## src/rtl/debounce_pkg.sv

```systemverilog
// ============================================================================
// Module : debounce_pkg
// Brief  : Shared constants and width helper for the button debouncer.
// Rev    : 1.0  initial release
// ============================================================================
`default_nettype none

package debounce_pkg;

    localparam int DEFAULT_DEBOUNCE_CYCLES = 2000000;
    localparam int CLK_FREQ_HZ             = 100000000;

    function automatic int cnt_width(input int cycles);
        return $clog2(cycles);
    endfunction

    localparam int DEFAULT_CNT_W = cnt_width(DEFAULT_DEBOUNCE_CYCLES);

endpackage

`default_nettype wire

```

## src/rtl/sync_2ff.sv

```systemverilog
// ============================================================================
// Module : sync_2ff
// Brief  : Two-flop synchronizer with synchronous active-high reset to 0.
// Rev    : 1.0  initial release
// ============================================================================
`default_nettype none

module sync_2ff (
    input  logic clk,
    input  logic reset,
    input  logic d_i,
    output logic q_o
);

    logic meta_q;
    logic sync_q;

    always_ff @(posedge clk) begin
        if (reset) begin
            meta_q <= 1'b0;
            sync_q <= 1'b0;
        end else begin
            meta_q <= d_i;
            sync_q <= meta_q;
        end
    end

    assign q_o = sync_q;

endmodule

`default_nettype wire

```

## src/rtl/edge_detector.sv

```systemverilog
// ============================================================================
// Module : edge_detector
// Brief  : Debounces a noisy input; emits a clean level and a rising pulse.
// Rev    : 1.0  initial release
// ============================================================================
`default_nettype none

module edge_detector
    import debounce_pkg::*;
#(
    parameter int DEBOUNCE_CYCLES = DEFAULT_DEBOUNCE_CYCLES,
    parameter int CNT_W           = cnt_width(DEBOUNCE_CYCLES)
) (
    input  logic clk,
    input  logic reset,
    input  logic noisy,
    output logic debounced,
    output logic edge_trig
);

    localparam logic [CNT_W-1:0] CNT_MAX = CNT_W'(DEBOUNCE_CYCLES - 1);

    logic             sync_in;
    logic [CNT_W-1:0] cnt_q;
    logic [CNT_W-1:0] cnt_d;
    logic             deb_q;
    logic             deb_d;
    logic             trig_q;
    logic             trig_d;

    sync_2ff u_sync (
        .clk   (clk),
        .reset (reset),
        .d_i   (noisy),
        .q_o   (sync_in)
    );

    // Any sample agreeing with the current level restarts the window.
    always_comb begin
        cnt_d  = cnt_q;
        deb_d  = deb_q;
        trig_d = 1'b0;
        if (sync_in == deb_q) begin
            cnt_d = '0;
        end else if (cnt_q == CNT_MAX) begin
            deb_d  = sync_in;
            cnt_d  = '0;
            trig_d = sync_in;
        end else begin
            cnt_d = cnt_q + 1'b1;
        end
    end

    always_ff @(posedge clk) begin
        if (reset) begin
            cnt_q  <= '0;
            deb_q  <= 1'b0;
            trig_q <= 1'b0;
        end else begin
            cnt_q  <= cnt_d;
            deb_q  <= deb_d;
            trig_q <= trig_d;
        end
    end

    assign debounced = deb_q;
    assign edge_trig = trig_q;

endmodule

`default_nettype wire

```

## config.mk

```make
export PLATFORM = sky130hd
export DESIGN_NAME = edge_detector
export DESIGN_NICKNAME = d
export VERILOG_FILES = /design/src/rtl/debounce_pkg.sv /design/src/rtl/sync_2ff.sv /design/src/rtl/edge_detector.sv
export SDC_FILE = /design/constraint.sdc
export NUM_CORES = 1
export LEC_CHECK = 0
export BUFFER_PORTS_ARGS = -buffer_cell sky130_fd_sc_hd__buf_4
export CAP_MARGIN = 20
export CELL_PAD_IN_SITES_DETAIL_PLACEMENT = 0
export CELL_PAD_IN_SITES_GLOBAL_PLACEMENT = 1
export CORE_MARGIN = 4
export CORE_UTILIZATION = 35
export CTS_CLUSTER_DIAMETER = 150
export DETAILED_ROUTE_END_ITERATION = 10
export PLACE_DENSITY_LB_ADDON = 0.25
export RECOVER_POWER = 50
export SLEW_MARGIN = 20
export SYNTH_ARGS = -nofsm -noshare
export SYNTH_HDL_FRONTEND = slang
export SYNTH_SLANG_ARGS = --single-unit
export TNS_END_PERCENT = 100
```

## constraint.sdc

```tcl
create_clock -name clk -period 1.9 [get_ports clk]
set_input_delay 0.285 -clock clk [delete_from_list [all_inputs] [get_ports clk]]
set_output_delay 0.285 -clock clk [all_outputs]
set_load 0.02 [all_outputs]
```

# Word level (Yosys, flattened, before mapping)
# Index checks and enable logic that the tools add are counted.
[totals]
out_inout_bits = 2
inputBits = 3
ff_bits = 25
elab_cells = 13
[op_classes]
bitwise = 2
reduce_logical = 3
n_addsub = 1
n_eq_ne = 2
[ops]
columns = ["cell", "count"]
rows = [
  ["adder 21 x 1 -> 21 bit, second input constant", 1],
  ["equality test 21 bit, second input constant", 1],
  ["OR reduction 3 bit", 2],
  ["inverter 1 bit", 2],
  ["AND reduction 2 bit", 1],
  ["equality test 1 bit", 1],
]

# Depth between registers and ports, before layout
# Gate-level depths: netlist of the first run.
[depth]
word_depth = 3
mapped_depth = 6
ltp_nobuf = 5

# By module
# From an unflattened synthesis of the first run, not the netlist that was laid out.
[unflattened]
cells_unflattened = 125
hier_area_um2 = 1093.5
[by_module_without_submodules]
columns = ["module", "cells_each", "seq_area_each_um2", "n_inst", "area_per_inst_um2"]
rows = [
  ["edge_detector", 121, 460.4, 1, 1041.0],
  ["sync_2ff", 4, 40.0, 1, 52.6],
]

# Least setup slack after synthesis of the first run
# OpenSTA, ideal clock, no wires.
[synth_timing]
path_type = "reg2reg"
start = "register cnt_q[0]"
end = "register deb_q (netlist: debounced)"
n_path_buf = 0
slack_ns = 0.094
setup_time_ns = 0.070
required_ns = 1.830
synth_period_minus_slack_ns = 1.806
stages_incl_launch_ff = 6
t_arrival_ns = 1.736
path_cell_list = "dfxtp_1 ha_1 nand3_1 or4_4 or3_1 a21oi_1"
[synth_via]
elab_chain_len = 2
[synth_lines]
columns = ["element", "line", "text"]
rows = [
  ["start, declared", "edge_detector.sv:24", "logic [CNT_W-1:0] cnt_q;"],
  ["start signal, assigned", "edge_detector.sv:60", "cnt_q <= cnt_d;"],
  ["equality test 21 bit", "edge_detector.sv:45", "end else if (cnt_q == CNT_MAX) begin"],
  ["AND reduction 2 bit (no source line)", "-", ""],
  ["end signal, assigned", "edge_detector.sv:57", "deb_q <= 1'b0;"],
  ["end signal, assigned", "edge_detector.sv:61", "deb_q <= deb_d;"],
  ["end, declared", "edge_detector.sv:26", "logic deb_q;"],
]
# No other way between the ends.
# A chain may end at the register's enable or synchronous reset.

# Final worst setup path of the first run
[layout_timing]
start = "register cnt_q[12]"
end = "register cnt_q[3]"
[layout_via]
elab_chain_len = 2
[layout_lines]
columns = ["element", "line"]
rows = [
  ["equality test 21 bit", "edge_detector.sv:45"],
  ["OR reduction 3 bit (no source line)", "-"],
]
# No other way between the ends.

==> results of run 1 <==
-- sequential cells by signal, summed over array words and instances, names as in the netlist --
| register | cells |
|---|---|
| cnt_q | 21 |
| debounced | 1 |
| edge_trig | 1 |
| u_sync.q_o | 1 |
| u_sync.meta_q | 1 |
-- cells in the mapped netlist, types with 2 or more instances --
cell | instances | area, um2
sky130_fd_sc_hd__a21oi_1 | 6 | 30.0
sky130_fd_sc_hd__buf_2 | 2 | 10.0
sky130_fd_sc_hd__dfxtp_1 | 25 | 500
sky130_fd_sc_hd__inv_1 | 5 | 18.8
sky130_fd_sc_hd__nand2_1 | 5 | 18.8
sky130_fd_sc_hd__nand3_1 | 10 | 50.1
sky130_fd_sc_hd__nand4_1 | 4 | 25.0
sky130_fd_sc_hd__nor2_1 | 18 | 67.6
sky130_fd_sc_hd__nor2b_1 | 3 | 18.8
sky130_fd_sc_hd__nor3_1 | 4 | 20.0
sky130_fd_sc_hd__nor4_1 | 3 | 18.8
sky130_fd_sc_hd__nor4b_1 | 2 | 17.5
sky130_fd_sc_hd__o21ai_0 | 4 | 20.0
sky130_fd_sc_hd__o31ai_1 | 2 | 15.0
sky130_fd_sc_hd__or3_1 | 7 | 43.8
sky130_fd_sc_hd__or4_1 | 2 | 15.0
sky130_fd_sc_hd__xnor2_1 | 10 | 87.6
sky130_fd_sc_hd__xor2_1 | 5 | 43.8
-- final timing paths --
| kind | start | end | slack (ps) |
|---|---|---|---|
| setup reg to reg | cnt_q[12] | cnt_q[3] | 70 |
| hold / removal | noisy | u_sync.meta_q | 180 |
| hold reg to reg | u_sync.meta_q | u_sync.q_o | 440 |
| setup / recovery | cnt_q[12] | cnt_q[3] | 70 |
-- final cells by class --
cell class / count / area (um2)
Fill cell: 292 / 1580
Multi-Input combinational cell: 91 / 554
Sequential cell: 25 / 500
Timing Repair Buffer: 19 / 135
Tap cell: 31 / 38.8
Clock buffer: 4 / 26.3
Inverter: 5 / 18.8
-- cells by family after synthesis --
logic type	after synthesis	share of synthesized area, %
AND/OR/NAND/NOR	62	30.9
flip-flops	25	46.6
XOR/XNOR	15	12.2
AO/OA/AOI/OAI	13	6.52
buffers and inverters	7	2.68
adder cells (fa/ha/maj)	1	1.16
-- layer usage --
| metal | routed length (um) | global-route usage, % | vias up |
|---|---|---|---|
| li1 | - | - | 477 |
| met5 | 0 | 0 | - |
| met2 | 1050 | 20.1 | 9 |
| met1 | 1040 | 14.9 | 441 |
| met4 | 14 | 2.43 | 0 |
| met3 | 65 | 3.73 | 2 |
-- worst max-delay path: cells and delay by family, from the launching register on --
| family | cells | cell delay [ps] |
|---|---|---|
| buf+inv | 1 | 180 |
| flops | 1 | 340 |
| compound gates | 1 | 200 |
| simple gates | 3 | 1010 |
-- power groups by stage --
stage | sequential (mW) | clock, mW | combinational [mW]
6_report | 0.528 | 0.236 | 0.0151
5_1_grt | 0.529 | 0.277 | 0.0177
3_3_place_gp | 0.540 | 0 | 0.0152
4_1_cts | 0.528 | 0.251 | 0.0158
2_1_floorplan | 0.540 | 0 | 0.00709
3_5_place_dp | 0.540 | 0 | 0.0158
-- through the flow --
stage,TNS [ps],util [%],hold WS [ps],cells
floorplan,0,-,354,123
global placement,0,43.7,417,171
detailed placement,0,43.7,421,171
CTS,0,44.6,141,175
global route,-96.2,44.6,173,175
finish,0,44.6,177,175
==> results summary, run 1 <==
The flow ran to the end, and the final reports show no timing, DRC or antenna violations. TritonCTS built the clock tree. The root buffer cell is sky130_fd_sc_hd__clkbuf_4. The total wire length after detailed routing came out at 2170 um. At the worst endpoint, the required time is 2120 ps. The buffers inserted during post-CTS setup optimization came out at 0. The part of the total power dissipated in the clock network is 30.3%. The net switching power came out at 0.163 mW. The worst hold path belongs to the class in -> reg. The ratio of total power to cell area is 611 nW/um2. The overall power after layout is 0.779 mW. The signal on the critical path passes through or4b_1 -> or4_4 -> o21ai_2 -> buf_6 -> nor2_1. The number of placement rows came out at 19. The maximum ir drop on the vdd rail came out at 525 uV. At the end of routability-driven placement, the weighted congestion stood at 0.837. Using the TritonRoute via totals, the vias-per-cell ratio works out to 5.31. The clock net in this run drives a total of 25 sinks. The share of layout cells above drive strength 1 is 15.3%. Measured in cells, the most critical reg-to-reg path has a length of 5.

The floorplan step defined a core boundary enclosing 2850 um2. The combinational share of power came out at 1.9%. The time the worst path needs with I/O delays and setup came out at 1830 ps.

The die area came out at 4020 um2. The clock passes through at most 2 buffers. The library cell used most frequently in the layout, excluding fill and tap cells, is sky130_fd_sc_hd__dfxtp_1. The final design area excluding fillers came out at 1270 um2. The count of nets after finishing came out at 149. STA classifies the critical path startpoint as a flip-flop.

The largest individual stage delay along the critical path comes from the cell sky130_fd_sc_hd__or4b_1. Entering global routing, the biggest net connects 15 pins. The category of the worst setup path capture point is a flip-flop. The switching portion of total power is 20.9%. The number of levels the H-tree was split into is 1. The post-synthesis to final-layout area growth is 18.5%. The count of final setup violators came out at 0. The count of flip-flops with a built-in enable after synthesis is 0. Before CTS, the worst setup slack after placement is 34.9 ps. The measured slew at the worst slew-check pin is 350 ps.

The mean post-synth cell area is 8.74 um2. The first global-routing pass estimated 3830 um of wire. The share of the Yosys chip area taken by registers is 46.6%. The final antenna diode count came out at 0. In the final routed layout, each cell accounts on average for 12.4 um. The maximum operating frequency came out at 545 MHz. The critical path is of the reg -> reg type. The share of flip-flops with an asynchronous set or reset is 0%. The maximum clock skew at final layout came out at 11.6 ps. At the worst endpoint, the arrival time is 2050 ps. In the layout the commonest cells are sky130_fd_sc_hd__dfxtp_1, sky130_fd_sc_hd__nor2_1, sky130_fd_sc_hd__buf_4.

The final hold violation count came to 0. The number of antenna violations at the first check in global routing is 0. The starting DRC count in detailed routing came out at 57. The main flop type after synthesis is sky130_fd_sc_hd__dfxtp_1.

The share of the clock period used by the worst path after layout came out at 96.6%. The number of search-and-repair iterations in the first detailed-routing pass came out at 4. The total I/O pin count came out at 5. The count of nets left with antenna violations once routing finished came out at 0.

The max-slew headroom at the worst pin came out at 76.3%. The max-cap check violation count came out at 0. The total grt overflow came out at 0. The width of the die is 63.4 um.

The total leakage power is 0.390 nW. The post-synthesis cell type count came out at 24. The clock transition at the registers of the reported paths came out at 140 ps. In this run the worst path has a maximum fanout of 14. The source-to-sink clock delay at the later pin of the worst-skew pair is 320 ps. The overall fraction of global-route tracks in use came out at 11.9%. The number of instances resized during post-cts repair came out at 0.

The height of the chip came out at 63.4 um. The total placed instance area is 1250 um2. The CTS buffer count is 3. The Yosys step of the flow raised 0 warnings. The power share of the sequential group is 67.8%. The worst hold path was traced through 2 stages. The synthesized design contains 25 register bits. Port buffering added 4 buffers. The internal power component is 0.616 mW.

The largest stage delay on the critical path came out at 500 ps. The mapped netlist covers 1070 um2. The starting utilization of the core area came out at 37.7%. The final routed DRC violation total is 0. The net count after synthesis is 127.

Setup slack closes at 65.4 ps. The number of max-slew violations in the final report is 0. The gate count of the mapped netlist is 123.

The number of global-route vias before repair is 867. The cts-stage hold buffer count came out at 0. The via count came out at 929.

The half-perimeter wire length after detailed placement is 1650 um.
Note: power is estimated with default switching activity, not from simulation.
==> run 2, diff against run 1 <==
--- a/config.mk
+++ b/config.mk
@@ -13,8 +13,10 @@
 export CORE_UTILIZATION = 35
 export CTS_CLUSTER_DIAMETER = 150
 export DETAILED_ROUTE_END_ITERATION = 10
+export GPL_TIMING_DRIVEN = 0
 export PLACE_DENSITY_LB_ADDON = 0.25
 export RECOVER_POWER = 50
+export SKIP_LAST_GASP = 1
 export SLEW_MARGIN = 20
 export SYNTH_ARGS = -nofsm -noshare
 export SYNTH_HDL_FRONTEND = slang
==> run 2 against run 1 <==
Net effect:
- the flow now finishes with violations (setup timing)
- sequential share of layout area is 1.6 points higher
- clock skew is 7.9 ps lower
- worst setup slack worse by 75 ps
- routed wire length hardly changed
- final cell count is 5.7% lower
- flip-flop and latch count stayed put
- maximum frequency is 3.9% lower
- clock power hardly changed
- critical path type unchanged
- critical endpoint is now debounced
- largest power group unchanged
==> results summary, run 2 (same netlist as run 1, synthesis figures left out) <==
The power share of the sequential group came out at 67.7% (about the same). The half-perimeter wire length after detailed placement came to 1450 um (-12%). The worst setup path is launched from a flip-flop. The total grt overflow came out at 0 (unchanged). The final antenna diode count is 0 (unchanged). The worst min-delay path class is in -> reg.

The largest register by flop count is cnt_q. The setup TNS is -9.44 ps (-9.44 ps). The largest net degree at the start of global routing came out at 14 (-1). The count of nets after finishing is 139 (-6.7%). The measured slew at the worst slew-check pin came to 334 ps (-15.5 ps). The number of antenna violations at the first check in global routing came out at 0 (unchanged).

The startpoint identified for the worst hold timing path is noisy. The number of sinks on the clock net was 25 (unchanged). The internal power component came out at 0.615 mW (-0.15%). The count of fill cells added during filler insertion came out at 307 (+5.1%). The final routed DRC violation total was 0 (unchanged). The maximum clock skew at final layout came out at 3.65 ps (-7.94 ps). The via count is 885 (-4.7%). The number of levels the H-tree was split into came out at 1 (unchanged). The first-pass GRT wire length is 3700 um (-3.4%). The CTS tree is done. The share of layout cells above drive strength 1 is 17.9% (+2.6 points).

The worst endpoint required time came out at 2160 ps (+40 ps). The width of the die came out at 63.4 um (unchanged). The most critical setup path has its startpoint at cnt_q[12]. The count of final setup violators came out at 1 (+1). The endpoint arrival time on the critical path was 2170 ps (+120 ps).

The cts-stage hold buffer count came out at 0 (unchanged). The net switching power is 0.165 mW (+1.1%). The maximum operating frequency is 524 MHz (-3.9%). The flow ran to the end, but the final reports show violations.

The worst setup path is captured at a flip-flop. The category of the most critical setup path is reg -> reg. The buffer levels on the longest clock path is 2 (unchanged). The starting utilization of the core area is 37.7% (unchanged). The combinational share of power is 2.0% (about the same).

The worst register-to-register path begins at cnt_q[12]. The CTS buffer count came out at 3 (unchanged). The time the worst path needs with I/O delays and setup is 1910 ps (+74.8 ps). The share of the clock period used by the worst path after layout is 100% (+3.9 points). The starting DRC count in detailed routing was 22 (-61%).

The flip-flop count of the largest register, all copies and words added was 21 (unchanged). The part of the total power dissipated in the clock network is 30.3% (about the same). The critical-path maximum fanout is 4 (-10). The area of combinational cells with multiple inputs was 589 um2 (+6.3%). The final setup slack of the worst path came out at -9.44 ps (-74.8 ps). The overall fraction of global-route tracks in use is 11.6% (-0.28 points).

The max-cap check violation count came out at 0 (unchanged). The final core area utilization is 43.7% (-0.96 points). The clock transition at the registers of the reported paths came out at 130 ps (about the same). The total leakage power is 0.349 nW (-10%). The number of placement rows is 19 (unchanged). The maximum ir drop on the vdd rail is 419 uV (-20%). The checks that failed: setup timing. The number of max-slew violations in the final report is 0 (unchanged). The total I/O pin count is 5 (unchanged). The final weighted congestion in routability-driven placement is 0.724 (-13%). The overall power after layout came out at 0.780 mW (+0.11%). The routed length per instance came out at 13.1 um (+6.0%). The number of global-route vias before repair was 830 (-4.3%). The max-slew headroom at the worst pin was 77.4% (+1.0 points). The number of vias per cell after detailed routing was 5.36 (+1.0%). The die area came out at 4020 um2 (unchanged). The number of search-and-repair iterations in the first detailed-routing pass is 4 (unchanged). The area used by sequential logic in the layout came out at 509 um2 (+1.7%).

The root buffer cell is sky130_fd_sc_hd__clkbuf_4. The ratio of total power to cell area is 626 nW/um2 (+2.3%). The count of input and output buffers is 4 (unchanged).

The library cell used most frequently in the layout, excluding fill and tap cells, is sky130_fd_sc_hd__dfxtp_1. In the layout the commonest cells are sky130_fd_sc_hd__dfxtp_1, sky130_fd_sc_hd__nor2_1, sky130_fd_sc_hd__xnor2_1. The source-to-sink clock delay at the later pin of the worst-skew pair came out at 320 ps (about the same). The final hold violation count was 0 (unchanged). The switching portion of total power came out at 21.2% (+0.20 points). Setup repair after global routing could not meet its margin everywhere. The post-synthesis to final-layout area growth is 15.9%. The core box area was 2850 um2 (unchanged). The height of the chip came out at 63.4 um (unchanged).

The number of routed nets with antenna violations is 0 (unchanged). The total wire length after detailed routing came out at 2170 um (about the same).
run 2: cell type report:
type                       instances  share of cell area, %
multi-input combinational         91                   47.3
sequential                        25                   40.9
timing repair buffer               7                   3.61
tap                               31                   3.11
clock buffer                       4                   2.11
buffer                             2                   1.51
inverter                           5                   1.51
run 2: path summary, 6_finish.rpt:
kind / cells after the start / slack, ps / end
hold / removal: 2 / 170 / u_sync.meta_q
setup / recovery: 4 / -9 / debounced
setup reg to reg: 4 / -9 / debounced
hold reg to reg: 1 / 450 / u_sync.q_o
run 2: repair_timing:
| action | in CTS | in global routing |
|---|---|---|
| setup buffers | 1 | 1 |
| cloned | 1 | 0 |
| pin swaps | 0 | 1 |
| resized for setup | 13 | 7 |
| hold endpoints to repair | 0 | 0 |
| setup endpoints to repair | 21 | 21 |
run 2: power by group through the flow:
stage | registers, mW | clock network [mW] | logic, mW
after floorplan | 0.540 | 0 | 0.00709
after detailed placement | 0.540 | 0 | 0.0137
after global placement | 0.540 | 0 | 0.0133
after CTS | 0.529 | 0.253 | 0.0163
after global routing | 0.529 | 0.278 | 0.0174
final | 0.528 | 0.236 | 0.0159
run 2: critical path, stage by stage (launching register included):
cell and delay [ps]:
sky130_fd_sc_hd__dfxtp_2 350, sky130_fd_sc_hd__or4b_4 530, sky130_fd_sc_hd__or4_4 460, sky130_fd_sc_hd__or3_4 390, sky130_fd_sc_hd__a21oi_2 140
run 2: metrics by stage:
step	instance area [um2]	hold WS, ps	setup slack, ps	cells
after global routing	1250	167	-33.6	165
after floorplan	1070	354	94.1	123
after CTS	1220	137	0.602	164
after detailed placement	1140	424	-199	158
final	1250	170	-9.44	165
after global placement	1140	418	-179	158
run 2: per-layer routing:
metal  routed length (um)  vias up  part of all wire (%)  global-route usage, %
li1                     -      455                     -                      -
met3                   59        7                   2.7                   3.73
met1                 1070      411                    49                   15.6
met4                   37        0                   1.7                   4.04
met2                  999       12                    46                   17.5
met5                    0        -                     0                      0
==> run 3, diff against run 2 <==
--- a/config.mk
+++ b/config.mk
@@ -14,7 +14,7 @@
 export CTS_CLUSTER_DIAMETER = 150
 export DETAILED_ROUTE_END_ITERATION = 10
 export GPL_TIMING_DRIVEN = 0
-export PLACE_DENSITY_LB_ADDON = 0.25
+export PLACE_DENSITY = 0.72
 export RECOVER_POWER = 50
 export SKIP_LAST_GASP = 1
 export SLEW_MARGIN = 20
==> run 3 against run 2 <==
Net effect:
- the flow now finishes without violations
- sequential power barely moved
- final cell count is 0.61% lower
- sequential share of layout area decreased by 0.24 points
- utilization barely moved
- routed wire length decreased by 2.3%
- global-route usage up 0.40 points
- worst hold slack lost 31 ps
- worst setup slack better by 21 ps
- cell area rose by 0.10%
- flip-flop and latch count is the same
- maximum frequency rose by 1.1%
- critical endpoint unchanged
==> results summary, run 3 (same netlist as run 1, synthesis figures left out) <==
The tree is rooted in a sky130_fd_sc_hd__clkbuf_4. The starting utilization of the core area is 37.7% (unchanged). The worst hold path belongs to the class in -> reg. The ratio of total power to cell area is 632 nW/um2 (+0.96%).

The routed length per instance is 12.9 um (-1.7%). The count of nets after finishing was 138 (-0.72%). The final hold slack was 139 ps (-31.5 ps). The number of search-and-repair iterations in the first detailed-routing pass came out at 4 (unchanged). The worst setup path is launched from a flip-flop. The worst endpoint required time came to 2180 ps (+20 ps).

The total wire length after detailed routing was 2120 um (-2.3%). The final setup slack of the worst path is 11.9 ps (+21.3 ps). The cell count after placement is 158 (unchanged). The via count is 854 (-3.5%).

The number of antenna violations at the first check in global routing came out at 0 (unchanged). The time the worst path needs with I/O delays and setup was 1890 ps (-21.3 ps). The number of levels the H-tree was split into is 1 (unchanged). The largest net degree at the start of global routing is 16 (+2). The total I/O pin count is 5 (unchanged). The clock transition at the registers of the reported paths is 140 ps (about the same).

The number of placement rows is 19 (unchanged). The starting DRC count in detailed routing was 59 (+170%). The beginning of the critical path is cnt_q[12]. The first-pass GRT wire length is 3900 um (+5.4%). The count of input and output buffers is 4 (unchanged). The die area is 4020 um2 (unchanged). The overall fraction of global-route tracks in use came out at 12.0% (+0.40 points). The share of the clock period used by the worst path after layout is 99.4% (-1.1 points). In this run the worst setup path terminates at debounced. The number of sinks on the clock net came out at 25 (unchanged).

The critical path is of the reg -> reg type. The number of max-slew violations in the final report came to 0 (unchanged). The end of the worst register-to-register path is debounced. The top cell types in the final layout, fill and taps aside, are sky130_fd_sc_hd__dfxtp_1, sky130_fd_sc_hd__nor2_1, sky130_fd_sc_hd__xnor2_1. The area used by sequential logic in the layout came to 507 um2 (-0.49%). Setup repair after global routing could not meet its margin everywhere. The total leakage power came out at 0.346 nW (-1.0%). The overall power after layout came out at 0.788 mW (+1.1%). The final antenna diode count is 0 (unchanged). The width of the die is 63.4 um (unchanged). The count of final setup violators is 0 (-1). The final cell count without fillers came out at 164 (-0.61%). The final weighted congestion in routability-driven placement came out at 0.792 (+9.4%).

The total placed instance area was 1140 um2 (unchanged). The area of combinational cells with multiple inputs came to 589 um2 (unchanged). The post-synthesis to final-layout area growth is 16.1%. The largest stage delay on the critical path was 540 ps (about the same). The measured slew at the worst slew-check pin is 391 ps (+56.3 ps). The share of layout cells above drive strength 1 is 17.3% (-0.62 points). TritonCTS built the clock tree.

The worst register-to-register path begins at cnt_q[12]. The max-slew headroom at the worst pin is 73.6% (-3.8 points). The maximum clock skew at final layout came out at 14.6 ps (+10.9 ps). The maximum ir drop on the vdd rail came to 430 uV (+2.7%). The cts-stage hold buffer count is 0 (unchanged). Walking the worst path, the cells encountered are or4b_1 -> or4_4 -> or3_1 -> a21oi_1. The maximum operating frequency was 530 MHz (+1.1%). Counting flops per register, the top entry is cnt_q. The height of the chip came out at 63.4 um (unchanged).

The number of global-route vias before repair came out at 865 (+4.2%). The minimum setup slack after placement came out at -196 ps (+2.19 ps). The flow ran to the end, and the final reports show no timing, DRC or antenna violations. The final routed DRC violation total came out at 0 (unchanged). The source-to-sink clock delay at the later pin of the worst-skew pair came out at 330 ps (about the same).

The flip-flop count of the largest register, all copies and words added is 21 (unchanged). The buffer levels on the longest clock path was 2 (unchanged). The count of fill cells added during filler insertion is 303 (-1.3%).

The worst-case register-to-register setup slack is 10 ps (+20 ps). The highest-delay cell along the critical path is sky130_fd_sc_hd__or4b_1. The endpoint arrival time on the critical path came out at 2160 ps (about the same). The max-cap check violation count is 0 (unchanged). The core box area is 2850 um2 (unchanged). The half-perimeter wire length after detailed placement came out at 1510 um (+4.4%).

The final hold violation count is 0 (unchanged). The CTS buffer count came out at 3 (unchanged). The total grt overflow is 0 (unchanged). The number of vias per cell after detailed routing came out at 5.21 (-2.9%). The worst setup path is captured at a flip-flop. The number of routed nets with antenna violations is 0 (unchanged). The library cell used most frequently in the layout, excluding fill and tap cells, is sky130_fd_sc_hd__dfxtp_1. The length in cells of the worst reg-to-reg path is 4 (unchanged).

The final design area excluding fillers is 1250 um2 (+0.10%). The critical-path maximum fanout came out at 5 (+1).
run 3: cell type report:
class                      instances  area share [%]
clock inverter                     1           0.602
clock buffer                       3            1.81
sequential                        25            40.6
inverter                           5            1.50
timing repair buffer               6            3.31
buffer                             2            1.81
tap                               31            3.11
multi-input combinational         91            47.2
run 3: where the power goes:
group / switching [mW] / leakage (nW) / internal [mW]
Clock: 0.161 / 0.0139 / 0.0806
Combinational: 0.00867 / 0.128 / 0.00835
Sequential: 0.00207 / 0.204 / 0.527
Total: 0.172 / 0.346 / 0.616
run 3: what timing repair did:
item	4_1_cts	5_1_grt
gates resized for setup	14	5
pin swaps	1	1
setup buffers	0	1
endpoints found under the setup margin	21	21
gates cloned	1	0
run 3: worst min-delay path by stage:
stage                     cells after the start           from       endpoint
after global routing                          2          reset  u_sync.meta_q
after global placement                        1  u_sync.meta_q     u_sync.q_o
final                                         2          reset      debounced
after floorplan                               1          reset      debounced
after detailed placement                      1  u_sync.meta_q     u_sync.q_o
after CTS                                     2          reset      debounced
run 3: metrics by stage:
step	setup TNS, ps	utilization [%]
floorplan	0	-
global placement	-3460	40.1
detailed placement	-3900	40.1
CTS	0	42.8
global route	-232	43.7
finish	0	43.7
run 3: layer usage:
metal / up-vias / share of wire [%] / GRT usage, %
li1: 452 / - / -
met1: 395 / 52 / 16.7
met2: 5 / 45 / 18.4
met3: 2 / 2.4 / 3.73
met4: 0 / 0.57 / 2.43
met5: - / 0 / 0
run 3: worst max-delay path, delay by kind of cell, from the launching register on:
kind            cells  cell delay, ps
simple gates        3            1370
flops               1             360
compound gates      1             120
